**src/rtl/ntt_pkg.sv**
```systemverilog
// Shared types and constants for the modular-arithmetic blocks.
// MOD_INV_LAT is the accept-to-result latency of mod_inv at W_DEF.
package ntt_pkg;

  typedef enum logic [2:0] {
    S_IDLE,
    S_LOAD,
    S_MUL,
    S_SQR,
    S_DONE
  } state_t;

  localparam int W_DEF       = 8;
  localparam int MOD_INV_LAT = 2 * W_DEF * W_DEF + 2;

  function automatic int mod_inv_lat(input int w);
    return 2 * w * w + 2;
  endfunction

endpackage

```
**src/rtl/mod_mul_seq.sv**
```systemverilog
// Sequential modular multiplier, MSB-first interleaved shift-add.
// Operands are read live; start clears the accumulator, W steps follow.
module mod_mul_seq #(
  parameter int W = 8
) (
  input  logic         clk,
  input  logic         rst_n,
  input  logic         start,
  input  logic [W-1:0] a,
  input  logic [W-1:0] b,
  input  logic [W-1:0] modulus,
  output logic         done,
  output logic [W-1:0] p
);

  localparam logic [W-1:0] SEL_MSB = W'(1) << (W - 1);

  logic [W-1:0] r_acc;
  logic [W-1:0] r_sel;
  logic [W+1:0] w_s0;
  logic [W+1:0] w_s1;
  logic [W+1:0] w_s2;
  logic [W+1:0] w_m;
  logic         w_bit;

  assign w_m   = {2'b00, modulus};
  assign w_bit = |(b & r_sel);

  // 2*acc + a < 3*modulus, so two conditional subtracts fully reduce
  always_comb begin
    w_s0 = {1'b0, r_acc, 1'b0};
    if (w_bit) w_s0 = w_s0 + {2'b00, a};
    w_s1 = (w_s0 >= w_m) ? w_s0 - w_m : w_s0;
    w_s2 = (w_s1 >= w_m) ? w_s1 - w_m : w_s1;
  end

  assign p    = W'(w_s2);
  assign done = r_sel[0];

  always_ff @(posedge clk or negedge rst_n) begin
    if (!rst_n) begin
      r_acc <= '0;
      r_sel <= '0;
    end else if (start) begin
      r_acc <= '0;
      r_sel <= SEL_MSB;
    end else if (|r_sel) begin
      r_acc <= p;
      r_sel <= r_sel >> 1;
    end
  end

endmodule

```
**src/rtl/mod_inv.sv**
```systemverilog
// Modular inverse by Fermat exponentiation, a^(modulus-2) mod modulus.
// Define MOD_INV_CHECK_EN to reject invalid operands with err early.
module mod_inv
  import ntt_pkg::*;
#(
  parameter int W = W_DEF
) (
  input  logic         clk,
  input  logic         rst_n,
  input  logic         in_valid,
  output logic         in_ready,
  input  logic [W-1:0] a,
  input  logic [W-1:0] modulus,
  output logic         out_valid,
  input  logic         out_ready,
  output logic [W-1:0] inv,
  output logic         err
);

  localparam int IW = (W > 1) ? $clog2(W) : 1;

  state_t        r_state;
  logic [W-1:0]  r_a;
  logic [W-1:0]  r_mod;
  logic [W-1:0]  r_e;
  logic [W-1:0]  r_res;
  logic [W-1:0]  r_base;
  logic [W-1:0]  r_inv;
  logic [IW-1:0] r_idx;
  logic          r_first;
  logic          r_bad;
  logic          r_out_valid;
  logic          r_err;

  logic          w_start;
  logic          w_done;
  logic          w_bad;
  logic          w_last;
  logic [W-1:0]  w_ma;
  logic [W-1:0]  w_p;

`ifdef MOD_INV_CHECK_EN
  assign w_bad = (r_a == '0) || (r_a >= r_mod) || (r_mod < W'(2));
`else
  assign w_bad = 1'b0;
`endif

  assign w_last = (r_idx == IW'(W - 1));
  assign w_ma   = (r_state == S_SQR) ? r_base : r_res;

  // Next product starts on the same edge the previous one commits
  assign w_start =
    (r_state == S_MUL && r_first && !r_bad) ||
    (w_done && (r_state == S_MUL ||
                (r_state == S_SQR && !w_last)));

  mod_mul_seq #(
    .W(W)
  ) u_mul (
    .clk     (clk),
    .rst_n   (rst_n),
    .start   (w_start),
    .a       (w_ma),
    .b       (r_base),
    .modulus (r_mod),
    .done    (w_done),
    .p       (w_p)
  );

  assign in_ready  = (r_state == S_IDLE);
  assign out_valid = r_out_valid;
  assign inv       = r_inv;
  assign err       = r_err;

  always_ff @(posedge clk or negedge rst_n) begin
    if (!rst_n) begin
      r_state     <= S_IDLE;
      r_a         <= '0;
      r_mod       <= '0;
      r_e         <= '0;
      r_res       <= '0;
      r_base      <= '0;
      r_inv       <= '0;
      r_idx       <= '0;
      r_first     <= 1'b0;
      r_bad       <= 1'b0;
      r_out_valid <= 1'b0;
      r_err       <= 1'b0;
    end else begin
      unique case (r_state)
        S_IDLE: begin
          if (in_valid) begin
            r_a     <= a;
            r_mod   <= modulus;
            r_e     <= modulus - W'(2);
            r_state <= S_LOAD;
          end
        end
        S_LOAD: begin
          r_res   <= W'(1);
          r_base  <= r_a;
          r_idx   <= '0;
          r_bad   <= w_bad;
          r_first <= 1'b1;
          r_state <= S_MUL;
        end
        S_MUL: begin
          r_first <= 1'b0;
          if (r_bad) begin
            r_state     <= S_DONE;
            r_out_valid <= 1'b1;
            r_err       <= 1'b1;
            r_inv       <= '0;
          end else if (w_done) begin
            if (r_e[r_idx]) r_res <= w_p;
            r_state <= S_SQR;
          end
        end
        S_SQR: begin
          if (w_done) begin
            r_base <= w_p;
            if (w_last) begin
              r_state     <= S_DONE;
              r_out_valid <= 1'b1;
              r_err       <= 1'b0;
              r_inv       <= r_res;
            end else begin
              r_idx   <= r_idx + 1'b1;
              r_state <= S_MUL;
            end
          end
        end
        S_DONE: begin
          if (out_ready) begin
            r_out_valid <= 1'b0;
            r_state     <= S_IDLE;
          end
        end
        default: r_state <= S_IDLE;
      endcase
    end
  end

endmodule

```
**config.mk**
```make
export PLATFORM = sky130hd
export DESIGN_NAME = mod_inv
export DESIGN_NICKNAME = d
export VERILOG_FILES = /design/src/rtl/ntt_pkg.sv /design/src/rtl/mod_mul_seq.sv /design/src/rtl/mod_inv.sv
export SDC_FILE = /design/constraint.sdc
export NUM_CORES = 1
export LEC_CHECK = 0
export ABC_CLOCK_PERIOD_IN_PS = 7850
export CAP_MARGIN = 20
export CELL_PAD_IN_SITES_DETAIL_PLACEMENT = 1
export CELL_PAD_IN_SITES_GLOBAL_PLACEMENT = 1
export CORE_MARGIN = 2
export CORE_UTILIZATION = 47
export CTS_BUF_LIST = sky130_fd_sc_hd__clkbuf_8
export DETAILED_ROUTE_END_ITERATION = 10
export PLACE_DENSITY = 0.93
export SYNTH_ARGS = -nofsm -noshare
export SYNTH_HDL_FRONTEND = slang
export SYNTH_SLANG_ARGS = --single-unit
export TNS_END_PERCENT = 30
```
**constraint.sdc**
```tcl
create_clock -name clk -period 7.85 [get_ports clk]
set_clock_uncertainty 0.1 [all_clocks]
set_input_delay 0.785 -clock clk [delete_from_list [all_inputs] [get_ports clk]]
set_output_delay 0.785 -clock clk [all_outputs]
set_load 0.01 [all_outputs]
```
After elaboration in Yosys (flattened, before gate mapping) --
Cells that the tools add are included.
Storage, ports and cells: bits in registers 73, input port bits 20, output and inout port bits 11, word-level logic and storage cells 91
Cells by class: add/sub/neg operators 5, order comparisons 3, equal/unequal tests 12, multiplexer cells 35, bitwise logic cells 2, reduce and logical (&&, ||, !) cells 21
Operators with widths (number):
- 8-bit 2-to-1 mux | 12
- 8-bit case mux with 2 select lines | 2
- 3-bit 2-to-1 mux | 7
- 10-bit by 8-bit greater-or-equal comparator with 1-bit output | 2
- 10-bit 2-to-1 mux | 2
- 8-bit OR reduction | 2
- 3-bit case mux with 5 select lines | 1
- 9-bit by 8-bit adder with 10-bit output | 1
- 10-bit by 8-bit subtractor with 10-bit output | 1
- 8-bit bitwise AND | 1
- 2-bit inequality test, second input constant | 4
- 4-bit AND reduction | 2
- 2-bit nonzero test | 4
- 8-bit by 2-bit subtractor with 8-bit output, second input constant | 1
- 8-bit subtractor | 1
- 1-bit 2-to-1 mux | 7
- 3-bit by 2-bit == test with 1-bit output, second input constant | 2
- 3-bit == test, second input constant | 2
- 2-bit by 1-bit inequality test with 1-bit output, second input constant | 3
- 3-bit case mux with 2 select lines | 1
- 3-bit AND reduction | 2
- 5-bit AND reduction | 1
- 3-bit by 4-bit < comparator with 1-bit output, second input constant | 1
- 1-bit case mux with 2 select lines | 2
- 10 further kinds | 14

Longest topological paths before layout --
Gate-level depths: netlist (run 1).
word-level depth 11, gate-level depth with buffers 32, gate-level depth less buffers 29

Cells and area by module --
From an unflattened synthesis (run 1), not the netlist that was laid out.
Unflattened totals: cells, all modules 494, area total of the unflattened synthesis 4530.6 um^2
Modules (own cells, without submodules):
- mod_inv | instances 1, cells each 274, area an instance 2608.8 um^2, sequential area each 1376.3 um^2
- mod_mul_seq | instances 1, cells each 220, area an instance 1921.8 um^2, sequential area each 400.4 um^2

Worst setup path after synthesis (run 1) --
Ideal clock, no wire load.
path kind reg2reg, from reg r_state[0], to reg r_res[3], setup time 0.125 ns, data arrival time 6.109 ns, required time 7.625 ns, setup slack 1.516 ns, stages on the path, launching flop included 32, path buffers 4, clock period less this slack 6.334 ns, cell sequence dfrtp_1 -> clkbuf_1 -> and2_1 -> clkbuf_1 -> clkbuf_1 -> o21ai_0 -> ha_1 -> fa_1 -> a211oi_2 -> o21bai_1 -> a21oi_1 -> xor2_1 -> a21oi_1 -> ha_1 -> a21oi_1 -> o21ai_0 -> a21o_1 -> or2_4 -> buf_4 -> nor2_2 -> nor2_1 -> ha_1 -> fa_1 -> nand2b_1 -> a21o_1 -> a21oi_1 -> o41ai_1 -> o31a_1 -> o31ai_2 -> mux2i_1 -> nor2_1 -> mux2_4
On the way: cells in the longest elaborated chain, start to end 11, elaborated cells between the ends (all ways) 19, those cells by class 3 x add/sub; 2 x order compare; 5 x eq/ne; 7 x mux; 2 x reduce/logical
Ends and longest elaborated chain:
- from (decl) | line mod_inv.sv:22 | state_t r_state;
- from (signal assigned) | line mod_inv.sv:77 | r_state <= S_IDLE;
- from (signal assigned) | line mod_inv.sv:96 | r_state <= S_LOAD;
- from (signal assigned) | line mod_inv.sv:105 | r_state <= S_MUL;
- 3-bit by 2-bit == test with 1-bit output | line mod_inv.sv:49 | assign w_ma = (r_state == S_SQR) ? r_base : r_res;
- 8-bit 2-to-1 mux | line mod_inv.sv:49
- 9-bit by 8-bit adder with 10-bit output | line mod_mul_seq.sv:32 | if (w_bit) w_s0 = w_s0 + {2'b00, a};
- 10-bit 2-to-1 mux | line mod_mul_seq.sv:32
- 10-bit by 8-bit subtractor with 10-bit output or 10-bit by 8-bit greater-or-equal comparator with 1-bit output (tied branches) | line mod_mul_seq.sv:33 | w_s1 = (w_s0 >= w_m) ? w_s0 - w_m : w_s0;
- 10-bit 2-to-1 mux | line mod_mul_seq.sv:33
- 8-bit subtractor or 10-bit by 8-bit greater-or-equal comparator with 1-bit output (tied branches) | line mod_mul_seq.sv:34 | w_s2 = (w_s1 >= w_m) ? w_s1 - w_m : w_s1;
- 8-bit 2-to-1 mux | line mod_mul_seq.sv:34
- 8-bit 2-to-1 mux | line mod_inv.sv:115 | if (r_e[r_idx]) r_res <= w_p;
- 8-bit 2-to-1 mux | line mod_inv.sv:114 | end else if (w_done) begin
- 8-bit case mux with 2 select lines | line mod_inv.sv:90 | unique case (r_state)
- to (signal assigned) | line mod_inv.sv:115
- to (decl) | line mod_inv.sv:26 | logic [W-1:0] r_res;
Several ways; a longest one is shown, not always the timed one. The select of a mux whose other input is x is not followed. A chain may end at the register's enable or synchronous reset.

Worst setup path after layout (run 1) --
from reg r_state[1], to reg r_base[3]
On the way: cells in the longest elaborated chain, start to end 10, elaborated cells between the ends (all ways) 16, those cells by class 3 x add/sub; 2 x order compare; 3 x eq/ne; 6 x mux; 2 x reduce/logical
Ends and longest elaborated chain:
- 3-bit by 2-bit == test with 1-bit output | line mod_inv.sv:49, mod_inv.sv:90
- 8-bit 2-to-1 mux | line mod_inv.sv:49
- 9-bit by 8-bit adder with 10-bit output | line mod_mul_seq.sv:32
- 10-bit 2-to-1 mux | line mod_mul_seq.sv:32
- 10-bit by 8-bit subtractor with 10-bit output or 10-bit by 8-bit greater-or-equal comparator with 1-bit output (tied branches) | line mod_mul_seq.sv:33
- 10-bit 2-to-1 mux | line mod_mul_seq.sv:33
- 8-bit subtractor or 10-bit by 8-bit greater-or-equal comparator with 1-bit output (tied branches) | line mod_mul_seq.sv:34
- 8-bit 2-to-1 mux | line mod_mul_seq.sv:34
- 8-bit 2-to-1 mux | line mod_inv.sv:120 | if (w_done) begin
- 8-bit case mux with 2 select lines | line mod_inv.sv:90
- to (signal assigned) | line mod_inv.sv:101 | r_base <= r_a;
- to (signal assigned) | line mod_inv.sv:121 | r_base <= w_p;
- to (decl) | line mod_inv.sv:27 | logic [W-1:0] r_base;
Several ways; a longest one is shown, not always the timed one. The select of a mux whose other input is x is not followed.

==> impl_metrics.json, run 1 <==
{
  "drc": 0,
  "htree_levels": 3,
  "hold_viol_final": 0,
  "synth_top_cells_by_count": "nand2_1 (84), dfrtp_1 (71), nor2_1 (40), o21ai_0 (37), ha_1 (27)",
  "grt.total_usage": 0.294,
  "cpMaxStageDelayCell": "dfrtp_4",
  "worstSkewPairLatency_ns": 0.38,
  "synth_nets": 554,
  "hold_depth": 2,
  "final_nets": 579,
  "cp-startpoint": "r_state[1]",
  "crit_type": "reg -> reg",
  "max_slew.worst_pin.slew_ns": 1.01,
  "wl_met2_mm": 7.43,
  "antenna_cells": 0,
  "place_hpwl_mm": 10.2,
  "r2r_slack_ns": 0.39,
  "ys_types": 63,
  "finalSetupTns_ns": 0,
  "cts.sinks": 71,
  "ys_seq_area_frac": 0.392,
  "dieHeight_um": 102,
  "crit_arrival_ns": 7.58,
  "synthTopCellsByArea": "dfrtp_1 (39%), ha_1 (7.5%), nand2_1 (7.0%)",
  "wl_mm": 14.6,
  "slew_headroom": 0.325,
  "drt_iter0_drc": 297,
  "syn_inst": 504,
  "num_vias": 4113,
  "cts_root_buf": "clkbuf_8",
  "antenna_found_initial": 0,
  "firstDrtPassIters": 5,
  "r2r_cells": 27,
  "final_antenna_net_count": 0,
  "vias_per_cell": 6.20,
  "maxCapViolCount": 0,
  "wire_per_inst_um": 22.1,
  "timing.final.crit_share": 0.950,
  "yosys.area.top_type_share": 0.392,
  "cp.required_ns": 7.97,
  "fmax_mhz": 134,
  "multi_input_area_sq_um": 2600,
  "final_util": 0.555,
  "path_max_fanout": 20,
  "min_path_type": "reg -> reg",
  "yosysTopAreaCell": "dfrtp_1",
  "die-area_sq_um": 10400,
  "synth_enable_flop_cells": 0,
  "synth-warning-count": 0,
  "reg2reg_from": "r_state[1]",
  "crit_top_cell": "o21ai_0",
  "core.rowCount": 35,
  "setup_viol": 0,
  "clkTransAtPathRegs_ns": 0.10,
  "initial_core_util": 0.488,
  "grt-ovfl-total": 0,
  "netlist_area_sq_um": 4530,
  "grt_pass1_wl_mm": 23.2,
  "slowest_delay_ns": 0.59,
  "cts_tree": "yes",
  "grt_setup_unrepaired": "false",
  "synth_flop_cell": "dfrtp_1",
  "wl_met3_um": 852,
  "grt_pass1_vias": 4385,
  "dr.max_layer_used": "met4",
  "ios": 31,
  "clock_path_buffers": 2,
  "worst_setup_path_end_kind": "register",
  "regArea_sq_um": 1780,
  "status": "completed",
  "async_flop_share": 1.00,
  "core_area_sq_um": 9280,
  "syn_avg_cell_area_sq_um": 8.99,
  "fillers": 1095,
  "io_buffers": 29,
  "slew_violations": 0,
  "worstSetupStartpointType": "register",
  "cts_hold_buf": 0,
  "synth_most_common_cell": "nand2_1",
  "grt_start_max_net_pins": 72,
  "met1Wirelength_mm": 5.79,
  "cts_buffers": 9,
  "final_layout_size_suffix_gt1_frac": 0.0936,
  "period_needed_ns": 7.46,
  "die_x_um": 102,
  "synth_seq_cells": 71,
  "syn2layout_area_growth_pct": 13.6,
  "routabilityCongestion": 0.931,
  "min_from": "r_a[2]"
}
[placed cells by master (no fill, tap or decap), drive strengths merged, types with 3 or more instances in the layout]
| master | Yosys | layout |
|---|---|---|
| nand2 | 84 | 84 |
| dfrtp | 71 | 71 |
| nor2 | 42 | 42 |
| o21ai | 37 | 37 |
| clkdlybuf4s50 | 0 | 28 |
| ha | 27 | 27 |
| a21oi | 25 | 25 |
| inv | 23 | 24 |
| xnor2 | 13 | 13 |
| mux2 | 13 | 13 |
| nor2b | 12 | 12 |
| a21o | 11 | 11 |
| nor3 | 11 | 11 |
| a211oi | 11 | 11 |
| nand2b | 9 | 9 |
| clkbuf | 15 | 9 |
| xor2 | 8 | 8 |
| nand3 | 7 | 7 |
| o22ai | 7 | 7 |
| mux2i | 6 | 6 |
| a22oi | 5 | 5 |
| or2 | 5 | 5 |
| o211ai | 4 | 4 |
| a221oi | 4 | 4 |
| or3 | 3 | 3 |
| o21bai | 3 | 3 |
| nand4 | 3 | 3 |
| nand3b | 3 | 3 |
| fa | 3 | 3 |
| clkinv | 0 | 3 |
| buf | 2 | 3 |
[repair_timing]
action | in CTS | in global routing
setup endpoints to repair | 0 | 24
setup buffers | 0 | 0
resized for setup | 0 | 4
[metrics by stage]
| stage | setup slack, ns | hold slack [ns] | std cells | cell area (sq um) |
|---|---|---|---|---|
| 2_1_floorplan | 1.52 | 0.345 | 504 | 4530 |
| 6_report | 0.391 | 0.410 | 663 | 5150 |
| 3_5_place_dp | 0.476 | 0.369 | 647 | 4920 |
| 5_1_grt | 0.0205 | 0.430 | 663 | 5150 |
| 4_1_cts | 0.108 | 0.412 | 663 | 5140 |
| 3_3_place_gp | 0.845 | 0.363 | 647 | 4920 |
[logic make-up (layout without fill, tap and decap cells)]
group	Yosys count	in the layout	synth area share
simple gates	186	186	0.185
compound gates	134	134	0.202
flops	71	71	0.392
buf+inv	40	70	0.0348
fa+ha+maj	30	30	0.0878
xor+xnor	21	21	0.0406
mux	21	21	0.0571
other cells	1	1	0.000827
[flip-flops by register name, indices dropped and copies added, names as in the netlist]
signal	flops
inv	8
out_valid	1
r_a	8
r_base	8
r_e	7
r_first	1
r_idx	3
r_mod	8
r_res	8
r_state	3
u_mul.r_acc	8
u_mul.r_sel	8
[layer usage]
| layer | vias up | global-route usage |
|---|---|---|
| met5 | - | 0 |
| met4 | 0 | 0.110 |
| met3 | 55 | 0.0561 |
| met2 | 180 | 0.528 |
| met1 | 2048 | 0.348 |
| li1 | 1830 | - |
[critical path: cells and delay by family, from the launching register on]
kind | cells | cell delay [ns]
AOI/OAI and AO/OA | 15 | 3.44
adders and majority gates | 4 | 1.40
and+or+nand+nor | 5 | 0.93
DFF | 1 | 0.59
muxes | 2 | 0.58
xor gates and xnor gates | 1 | 0.22
[final cells by class]
| cell class | count | area share |
|---|---|---|
| clock buffers | 9 | 0.0240 |
| clock inverters | 7 | 0.0185 |
| inverters | 23 | 0.0168 |
| multi-input cells | 393 | 0.505 |
| flip-flops and latches | 71 | 0.346 |
| well taps | 129 | 0.0313 |
| repair buffers | 31 | 0.0583 |
[final timing paths]
| path | endpoint |
|---|---|
| min reg2reg | r_a[2] |
| max in group asynchronous | r_state[1] |
| max | r_base[3] |
| min | r_a[2] |
| min in group asynchronous | u_mul.r_acc[5] |
| max reg2reg | r_base[3] |
Power of run 1 is not shown: default switching activity piles up to over one toggle a cycle in this logic, so the estimate is an artifact.
==> run 2, diff against run 1 <==
--- a/config.mk
+++ b/config.mk
@@ -12,6 +12,7 @@
 export CORE_MARGIN = 2
 export CORE_UTILIZATION = 47
 export CTS_BUF_LIST = sky130_fd_sc_hd__clkbuf_8
+export CTS_CLUSTER_DIAMETER = 100
 export DETAILED_ROUTE_END_ITERATION = 10
 export PLACE_DENSITY = 0.93
 export SYNTH_ARGS = -nofsm -noshare
==> results of run 2 <==
The final DEF is identical to that of run 1; final timing and power are the same.
Power of run 2 is left out for the same reason.
